[config.mk]
export PLATFORM = sky130hd
export DESIGN_NAME = fu_control_sequencer
export DESIGN_NICKNAME = d
export VERILOG_FILES = /design/src/rtl/fu_control_sequencer.sv
export SDC_FILE = /design/constraint.sdc
export NUM_CORES = 1
export LEC_CHECK = 0
export BUFFER_PORTS_ARGS = -buffer_cell sky130_fd_sc_hd__buf_2
export CORE_ASPECT_RATIO = 1.25
export CORE_UTILIZATION = 30
export CTS_CLUSTER_SIZE = 40
export DETAILED_ROUTE_END_ITERATION = 8
export SYNTH_ARGS = -nofsm -noshare
export SYNTH_HDL_FRONTEND = slang
export SYNTH_SLANG_ARGS = --single-unit
[constraint.sdc]
create_clock -name clk -period 9.14 [get_ports clk]
set_clock_uncertainty 0.05 [all_clocks]
set_input_delay 0.914 -clock clk [delete_from_list [all_inputs] [get_ports clk]]
set_output_delay 0.914 -clock clk [all_outputs]
set_load 0.03 [all_outputs]
[src/rtl/fu_control_sequencer.sv]
// Fetch/decode/execute sequencer for the function-unit datapath.
// Fetches over req/ack, drives FS/SH/RF/MEM controls and latches flags.
module fu_control_sequencer #(
  parameter logic [31:0] RESET_PC = 32'h0000_0000,
  parameter logic [31:0] PC_STEP  = 32'd1
) (
  input  logic        clk,
  input  logic        reset_n,
  output logic        imem_req,
  output logic [31:0] imem_addr,
  input  logic        imem_ack,
  input  logic [31:0] imem_rdata,
  output logic [4:0]  fu_fs,
  output logic [4:0]  fu_sh,
  input  logic        fu_z,
  input  logic        fu_n,
  input  logic        fu_v,
  input  logic        fu_c,
  output logic [4:0]  rf_da,
  output logic [4:0]  rf_aa,
  output logic [4:0]  rf_ba,
  output logic        rf_we,
  output logic        mb_sel,
  output logic        md_sel,
  output logic [31:0] imm,
  output logic        dmem_req,
  output logic        dmem_we,
  input  logic        dmem_ack,
  output logic [3:0]  flags,
  output logic        halted
);

  localparam logic [6:0] OP_ADI  = 7'b0100010;
  localparam logic [6:0] OP_LD   = 7'b1000000;
  localparam logic [6:0] OP_ST   = 7'b1000001;
  localparam logic [6:0] OP_BZ   = 7'b1100000;
  localparam logic [6:0] OP_BN   = 7'b1100001;
  localparam logic [6:0] OP_JMP  = 7'b1100010;
  localparam logic [6:0] OP_HALT = 7'b1111111;

  typedef enum logic [1:0] {
    S_FETCH,
    S_EXEC,
    S_MEM,
    S_HALT
  } state_t;

  state_t      state;
  state_t      state_nx;
  logic [31:0] pc;
  logic [31:0] ir;
  logic [3:0]  flg;
  logic [6:0]  op;

  logic is_alu;
  logic is_adi;
  logic is_ld;
  logic is_st;
  logic is_bz;
  logic is_bn;
  logic is_jmp;
  logic is_halt;
  logic taken;

  assign op      = ir[31:25];
  assign is_alu  = (op[6:5] == 2'b00);
  assign is_adi  = (op == OP_ADI);
  assign is_ld   = (op == OP_LD);
  assign is_st   = (op == OP_ST);
  assign is_bz   = (op == OP_BZ);
  assign is_bn   = (op == OP_BN);
  assign is_jmp  = (op == OP_JMP);
  assign is_halt = (op == OP_HALT);

  // pc already holds the incremented value while in EXEC
  assign taken = is_jmp
               | (is_bz & flg[3])
               | (is_bn & flg[2]);

  assign imem_addr = pc;
  assign rf_da     = ir[24:20];
  assign rf_aa     = ir[19:15];
  assign rf_ba     = ir[14:10];
  assign fu_sh     = ir[4:0];
  assign imm       = {{17{ir[14]}}, ir[14:0]};
  assign flags     = flg;
  assign halted    = (state == S_HALT);

  always_ff @(posedge clk) begin
    if (!reset_n) begin
      state <= S_FETCH;
    end else begin
      state <= state_nx;
    end
  end

  always_ff @(posedge clk) begin
    if (!reset_n) begin
      pc  <= RESET_PC;
      ir  <= 32'h0;
      flg <= 4'h0;
    end else begin
      if (state == S_FETCH && imem_ack) begin
        ir <= imem_rdata;
        pc <= pc + PC_STEP;
      end
      if (state == S_EXEC) begin
        if (taken) pc <= pc + imm;
        if (is_alu || is_adi) flg <= {fu_z, fu_n, fu_v, fu_c};
      end
    end
  end

  always_comb begin
    state_nx = state;
    unique case (state)
      S_FETCH: if (imem_ack) state_nx = S_EXEC;
      S_EXEC: begin
        unique case (1'b1)
          is_ld, is_st: state_nx = S_MEM;
          is_halt:      state_nx = S_HALT;
          default:      state_nx = S_FETCH;
        endcase
      end
      S_MEM:   if (dmem_ack) state_nx = S_FETCH;
      default: state_nx = S_HALT;
    endcase
  end

  // requests and writes are masked while reset is held low
  always_comb begin
    imem_req = 1'b0;
    fu_fs    = 5'b00000;
    rf_we    = 1'b0;
    mb_sel   = 1'b0;
    md_sel   = 1'b0;
    dmem_req = 1'b0;
    dmem_we  = 1'b0;
    unique case (state)
      S_FETCH: imem_req = reset_n;
      S_EXEC: begin
        unique case (1'b1)
          is_alu: begin
            fu_fs = op[4:0];
            rf_we = reset_n;
          end
          is_adi: begin
            fu_fs  = 5'b00010;
            mb_sel = 1'b1;
            rf_we  = reset_n;
          end
          default: ;
        endcase
      end
      S_MEM: begin
        dmem_req = reset_n;
        dmem_we  = is_st;
        if (is_ld && dmem_ack) begin
          rf_we  = reset_n;
          md_sel = reset_n;
        end
      end
      default: ;
    endcase
  end

endmodule

==> reports/metrics.yaml, run 1 <==
critical_path:
  crit_required_ps: 9320
  cp_num_cells: 10
  reg2reg_depth: 10
  arrival_ps: 3320
  crit_chain: "buf_4 > ha_1 > a211oi_2 > o21ai_1 > nor4_2 > a21oi_2 > a221oi_1 > a2bb2oi_1 > a2111oi_0 > a211o_1"
  cp-end-kind: "flop"
  cp_top_family: "compound AO/OA/AOI/OAI gates"
  cp_max_fo: 31
  cpPeakStageDelay_ps: 440
  path_class: "reg -> reg"
  critPathLaunchType: "flop"
  r2r-start: "ir[14]"
  crit_path_top_delay_cell: "dfxtp_1"
  r2r_end: "imem_addr[25]"
  rrSetupSlack_ps: 6010
  path_buf_inv: 1
  crit_start: "ir[14]"
die:
  die-area_um2: 18100
  ios: 140
  core-area_um2: 16980
  die_h_um: 150.2
  initial_core_util_pct: 31.04
  num_rows: 53
  die_w_um: 120.5
clock_network:
  ctsResizeCount: 0
  clock-root-buffer: "clkbuf_16"
  cts_inserted_buffers: 9
  cts_buffer_depth: 2
  worstSkewPairLatency_ps: 350
  clock_sinks: 70
  holdBufCountCts: 0
  cts_tree: "done"
  cts_htree_levels: 3
  clk_pin_slew_worst_paths_ps: 60
  post-cts-setup-buffers: 0
pwr:
  ir_drop_uv: 82.07
  power_density_nw_per_um2: 155.7
  p_leak_nw: 2.707
  p_total_mw: 0.9406
drt:
  via_per_inst: 4.932
  avgRoutedWirePerCell_um: 14.89
  drcViolationCount: 0
  drt_iter0_drc: 170
  ant_nets: 0
  dr.pass1.iters: 4
  totalWireLength_um: 14410
  vias: 4774
yosys:
  ys_warn_count: 0
  synthesis.nets: 742
  postSynthAreaPerCell_um2: 7.925
  synth_edf_count: 0
  synthFlopType: "dfxtp_1"
  syn_inst: 665
  async_reset_ff_share_pct: 0
  ys_seq_elements: 70
  synth_area_um2: 5270
  synth.distinct_cells: 69
  seq_area_frac_synth_pct: 26.59
timing:
  tns_ps: 0
  fin_crit_ps: 3135
  max_freq_mhz: 319.0
  fin_hold_ws_ps: 401.9
  slew_viol_final: 0
  setup_viol: 0
  period_share_pct: 34.30
  rsz0062_at_grt: "false"
  relSlewSlack_pct: 47.81
  worstMarginPinSlew_ps: 782.9
  finalHoldViolations: 0
global_routing:
  grt_overflow: 0
  track_usage_pct: 16.25
  grt_max_degree: 53
  grt_pass1_wl_um: 22930
  grt_pass1_vias: 4516
  antenna_found_initial: 0
worst_hold_path:
  min_path_cells: 2
  holdCritPathClass: "reg -> reg"
  worstHoldStart: "ir[15]"
  min_to: "ir[15]"
finish:
  drive_gt1_share_pct: 25.13
  syn_to_final_growth_pct: 14.65
  antenna_cells: 0
  nNetsFinal: 820
place:
  dp_hpwl_um: 10570
  routabilityCongestion: 0.8170
  portBuffers: 139
status:
  status: "finished, final reports clean"
run:
  drv_cap: 0
## cells in the mapped netlist (2+ instances only)
| library cell | n | area [µm²] |
|---|---|---|
| o211ai_1 | 4 | 30.03 |
| o31ai_1 | 2 | 15.01 |
| or2_2 | 5 | 31.28 |
| a211oi_2 | 3 | 37.54 |
| a211oi_1 | 21 | 157.7 |
| o21ai_0 | 17 | 85.08 |
| nand3_2 | 3 | 30.03 |
| a2bb2oi_1 | 2 | 17.52 |
| and3_1 | 8 | 50.05 |
| a211o_1 | 3 | 26.28 |
| nor3_1 | 13 | 65.06 |
| nand2b_1 | 2 | 12.51 |
| and2_1 | 9 | 56.30 |
| o21bai_1 | 3 | 22.52 |
| a21oi_2 | 2 | 17.52 |
| a21oi_1 | 71 | 355.3 |
| nor2_1 | 45 | 168.9 |
| mux2i_1 | 6 | 60.06 |
| xnor2_1 | 33 | 289.0 |
| nand4_1 | 13 | 81.33 |
| clkbuf_1 | 20 | 75.07 |
| inv_1 | 15 | 56.30 |
| a221oi_1 | 2 | 17.52 |
| nand3_1 | 17 | 85.08 |
| nor2b_1 | 3 | 18.77 |
| nand4b_1 | 2 | 17.52 |
| a21o_1 | 8 | 60.06 |
| o21ai_1 | 4 | 20.02 |
| dfxtp_1 | 70 | 1401 |
| a31oi_1 | 4 | 25.02 |
| and3_2 | 2 | 15.01 |
| xor2_1 | 19 | 166.4 |
| nand2_1 | 103 | 386.6 |
| buf_4 | 54 | 405.4 |
| o21a_1 | 5 | 37.54 |
| ha_1 | 36 | 450.4 |
| nor4_4 | 2 | 42.54 |
| nor3b_1 | 3 | 22.52 |
## final cells by class
type	instances	area [µm²]
fillers	1898	10930
multi-input cells	503	3303
flip-flops and latches	70	1401
repair buffers	143	725.7
well taps	220	275.3
clock buffers	10	229.0
inverters	16	60.06
clock inverters	6	47.55
## worst register-to-register path, cell delays in order, from the launching register on
cell,delay (ps)
dfxtp_1,440
buf_4,380
ha_1,400
a211oi_2,280
o21ai_1,140
nor4_2,280
a21oi_2,140
a221oi_1,260
a2bb2oi_1,240
a2111oi_0,130
a211o_1,290
## routing by layer
metal  vias to the layer above  part of all wire [%]  track usage, %
met4                         0                   1.3           4.630
met5                         -                     0               0
met1                      2196                    44           18.93
li1                       2459                     -               -
met2                       107                    50           29.14
met3                        12                   4.7           4.167
## worst max-delay path by stage
stage	slack, ps	to
detailed placement	5970	imem_addr[25]
CTS	5940	imem_addr[25]
floorplan	5640	rf_we
global placement	6070	imem_addr[25]
global route	5660	imem_addr[25]
finish	6010	imem_addr[25]
## power by group
group	leakage, nW	total [mW]	switching [mW]	internal (mW)
clock	0.133	0.332	0.146	0.186
sequential	0.569	0.352	0.0240	0.328
combinational	2.00	0.257	0.174	0.0829
## state kept, by name, summed over array words and instances, names as in the netlist
| signal | cells |
|---|---|
| flags | 4 |
| imem_addr | 32 |
| ir | 32 |
| state | 2 |
## cell families (layout without fill, tap and decap cells)
kind of cell	count (synthesis)	after routing	synth area share [%]
AO/OA/AOI/OAI	169	169	21.63
adder cells (fa/ha/maj)	37	37	8.927
buffers and inverters	92	175	10.73
XOR/XNOR	52	52	8.642
flip-flops	70	70	26.59
AND/OR/NAND/NOR	239	239	22.34
multiplexers	6	6	1.140
## layout by cell type, fill, tap and decap left out, drive strengths merged, types with 3 or more instances in the layout
cell type	Yosys	routed
buf	55	143
nand2	103	103
a21oi	73	73
dfxtp	70	70
nor2	45	45
ha	36	36
xnor2	33	33
a211oi	24	24
o21ai	22	22
nand3	20	20
xor2	19	19
inv	15	17
nand4	14	14
nor3	13	13
and2	10	10
clkbuf	21	10
and3	10	10
a21o	8	8
mux2i	6	6
or2	5	5
o21a	5	5
o211ai	5	5
a31oi	4	4
clkinv	1	4
nor3b	3	3
nor2b	3	3
a211o	3	3
o21bai	3	3
nor4	3	3
o31ai	3	3
a2111oi	3	3
## per-stage QoR
step	instance area [µm²]	worst slack [ps]	util [%]	instances
floorplan	5270	5636	-	665
global placement	5766	6065	33.96	952
detailed placement	5766	5968	33.96	952
CTS	6042	5941	35.59	968
global route	6042	5657	35.59	968
finish	6042	6005	35.59	968
Power figures use the tool's default switching activity.
==> inputs of run 2 (changes only) <==
Clock period 9.14 ns to 2.7 ns, I/O delays scaled along.
==> reports/metrics.yaml, run 2 (synthesis results as in run 1) <==
finish:
  layout_commonest_cell: "buf_2"
  nFillCells: 1792
  antenna_cells: 0
  drive_gt1_share_pct: 34.69
  syn_to_final_growth_pct: 27.94
  nNetsFinal: 885
  final_util_pct: 39.72
  mostFrequentLayoutCells: "buf_2 (139), nand2_1 (103), a21oi_1 (71)"
clock_network:
  cts_buffer_depth: 2
  clk_pin_slew_worst_paths_ps: 60
  cts_tree: "done"
  cts_htree_levels: 3
  clock-root-buffer: "clkbuf_16"
  worstSkewPairLatency_ps: 350
  cts_inserted_buffers: 9
  clock_sinks: 70
die:
  num_rows: 53
  die_h_um: 150.2
  ios: 140
  die-area_um2: 18100
  core-area_um2: 16980
  initial_core_util_pct: 31.04
  die_w_um: 120.5
pwr:
  power_density_nw_per_um2: 501.8
  ir_drop_uv: 292.3
  p_leak_nw: 3.068
  p_total_mw: 3.383
timing:
  relSlewSlack_pct: 72.07
  fin_crit_ps: 2652
  tns_ps: 0
  worstMarginPinSlew_ps: 408.4
  period_share_pct: 98.22
  setup_viol: 0
  max_freq_mhz: 377.1
  slew_viol_final: 0
  finalHoldViolations: 0
  postLayoutSetupSlackWorst_ps: 47.96
  rsz0062_at_grt: "true"
run:
  drv_cap: 0
global_routing:
  met1_usage_pct: 21.70
  track_usage_pct: 17.46
  grt_pass1_wl_um: 24670
  grt_pass1_vias: 4754
  gr-max-usage-layer: "met2"
  grt_overflow: 0
  met3_usage_pct: 3.864
  antenna_found_initial: 0
  use_met2_pct: 29.63
  grt_max_degree: 37
critical_path:
  crit_required_ps: 2870
  cpPeakStageDelay_ps: 420
  reg2reg_depth: 11
  cp-end-kind: "flop"
  cp_max_fo: 4
  critPathLaunchType: "flop"
  arrival_ps: 2830
  path_class: "reg -> reg"
  r2r-start: "imem_addr[0]"
  crit_path_top_delay_cell: "fa_2"
  crit_chain: "ha_2 > fa_2 > a211oi_4 > o21ai_2 > a211oi_2 > buf_4 > o31ai_4 > a21bo_2 > or3_1 > nand4_1 > o21ai_0"
  r2r_end: "imem_addr[22]"
  rrSetupSlack_ps: 50
worst_hold_path:
  min_to: "ir[6]"
  holdCritPathClass: "in -> reg"
  min_path_cells: 3
  worstHoldStart: "imem_rdata[6]"
drt:
  drt_iter0_drc: 236
  drcViolationCount: 0
  vias: 5043
  avgRoutedWirePerCell_um: 14.83
  ant_nets: 0
  dr.pass1.iters: 4
  totalWireLength_um: 15320
  via_per_inst: 4.882
place:
  portBuffers: 139
  dp_hpwl_um: 11740
  routabilityCongestion: 0.8924
  pre_cts_ws_ps: -33.85
status:
  status: "finished, final reports clean"
## run 2: worst max-delay path: cells and delay by family (launching register included)
kind	cells	cell delay (ps)
buffers and inverters	1	160
AO/OA/AOI/OAI	6	980
flip-flops	1	320
AND/OR/NAND/NOR	2	400
adder cells (fa/ha/maj)	2	610
## run 2: worst max path at each step
stage / startpoint / end / depth (start not counted)
2_1_floorplan: imem_addr[18] / imem_addr[25] / 9
3_3_place_gp: imem_addr[0] / imem_addr[22] / 11
3_5_place_dp: imem_addr[0] / imem_addr[22] / 11
4_1_cts: imem_addr[0] / imem_addr[22] / 11
5_1_grt: imem_addr[0] / imem_addr[22] / 11
6_report: imem_addr[0] / imem_addr[22] / 11
## run 2: power breakdown
group	switching, mW	internal, mW	leakage, nW	total [mW]
Clock	0.493	0.732	0.147	1.23
Combinational	0.623	0.351	2.35	0.974
Sequential	0.0721	1.11	0.574	1.18
Total	1.19	2.19	3.07	3.38
## run 2: final cells by class
| type | instances | area, µm² | area share, % |
|---|---|---|---|
| Inverter | 16 | 60.06 | 0.8907 |
| Clock buffer | 13 | 281.5 | 4.175 |
| Clock inverter | 3 | 25.02 | 0.3711 |
| Timing Repair Buffer | 208 | 1221 | 18.11 |
| Multi-Input combinational cell | 503 | 3463 | 51.36 |
| Sequential cell | 70 | 1416 | 21.01 |
| Tap cell | 220 | 275.3 | 4.082 |
## run 2: stage by stage
| step | area [µm²] | hold slack, ps | instances |
|---|---|---|---|
| final | 6743 | 96.15 | 1033 |
| after CTS | 6611 | 89.24 | 1031 |
| after floorplan | 5321 | 345.7 | 665 |
| after global routing | 6743 | 96.14 | 1033 |
| after detailed placement | 6289 | 397.2 | 1015 |
| after global placement | 6289 | 391.5 | 1015 |
## run 2: what timing repair did
action	CTS	global route
setup buffers	0	2
hold buffers	0	0
pin swaps	0	8
endpoints found under the setup margin	5	10
resized for setup	3	25
## run 2: per-layer routing
metal | share of wire [%] | vias to the layer above
met2 | 49 | 130
met4 | 1.5 | 0
met3 | 5.3 | 17
li1 | - | 2590
met5 | 0 | -
met1 | 44 | 2306
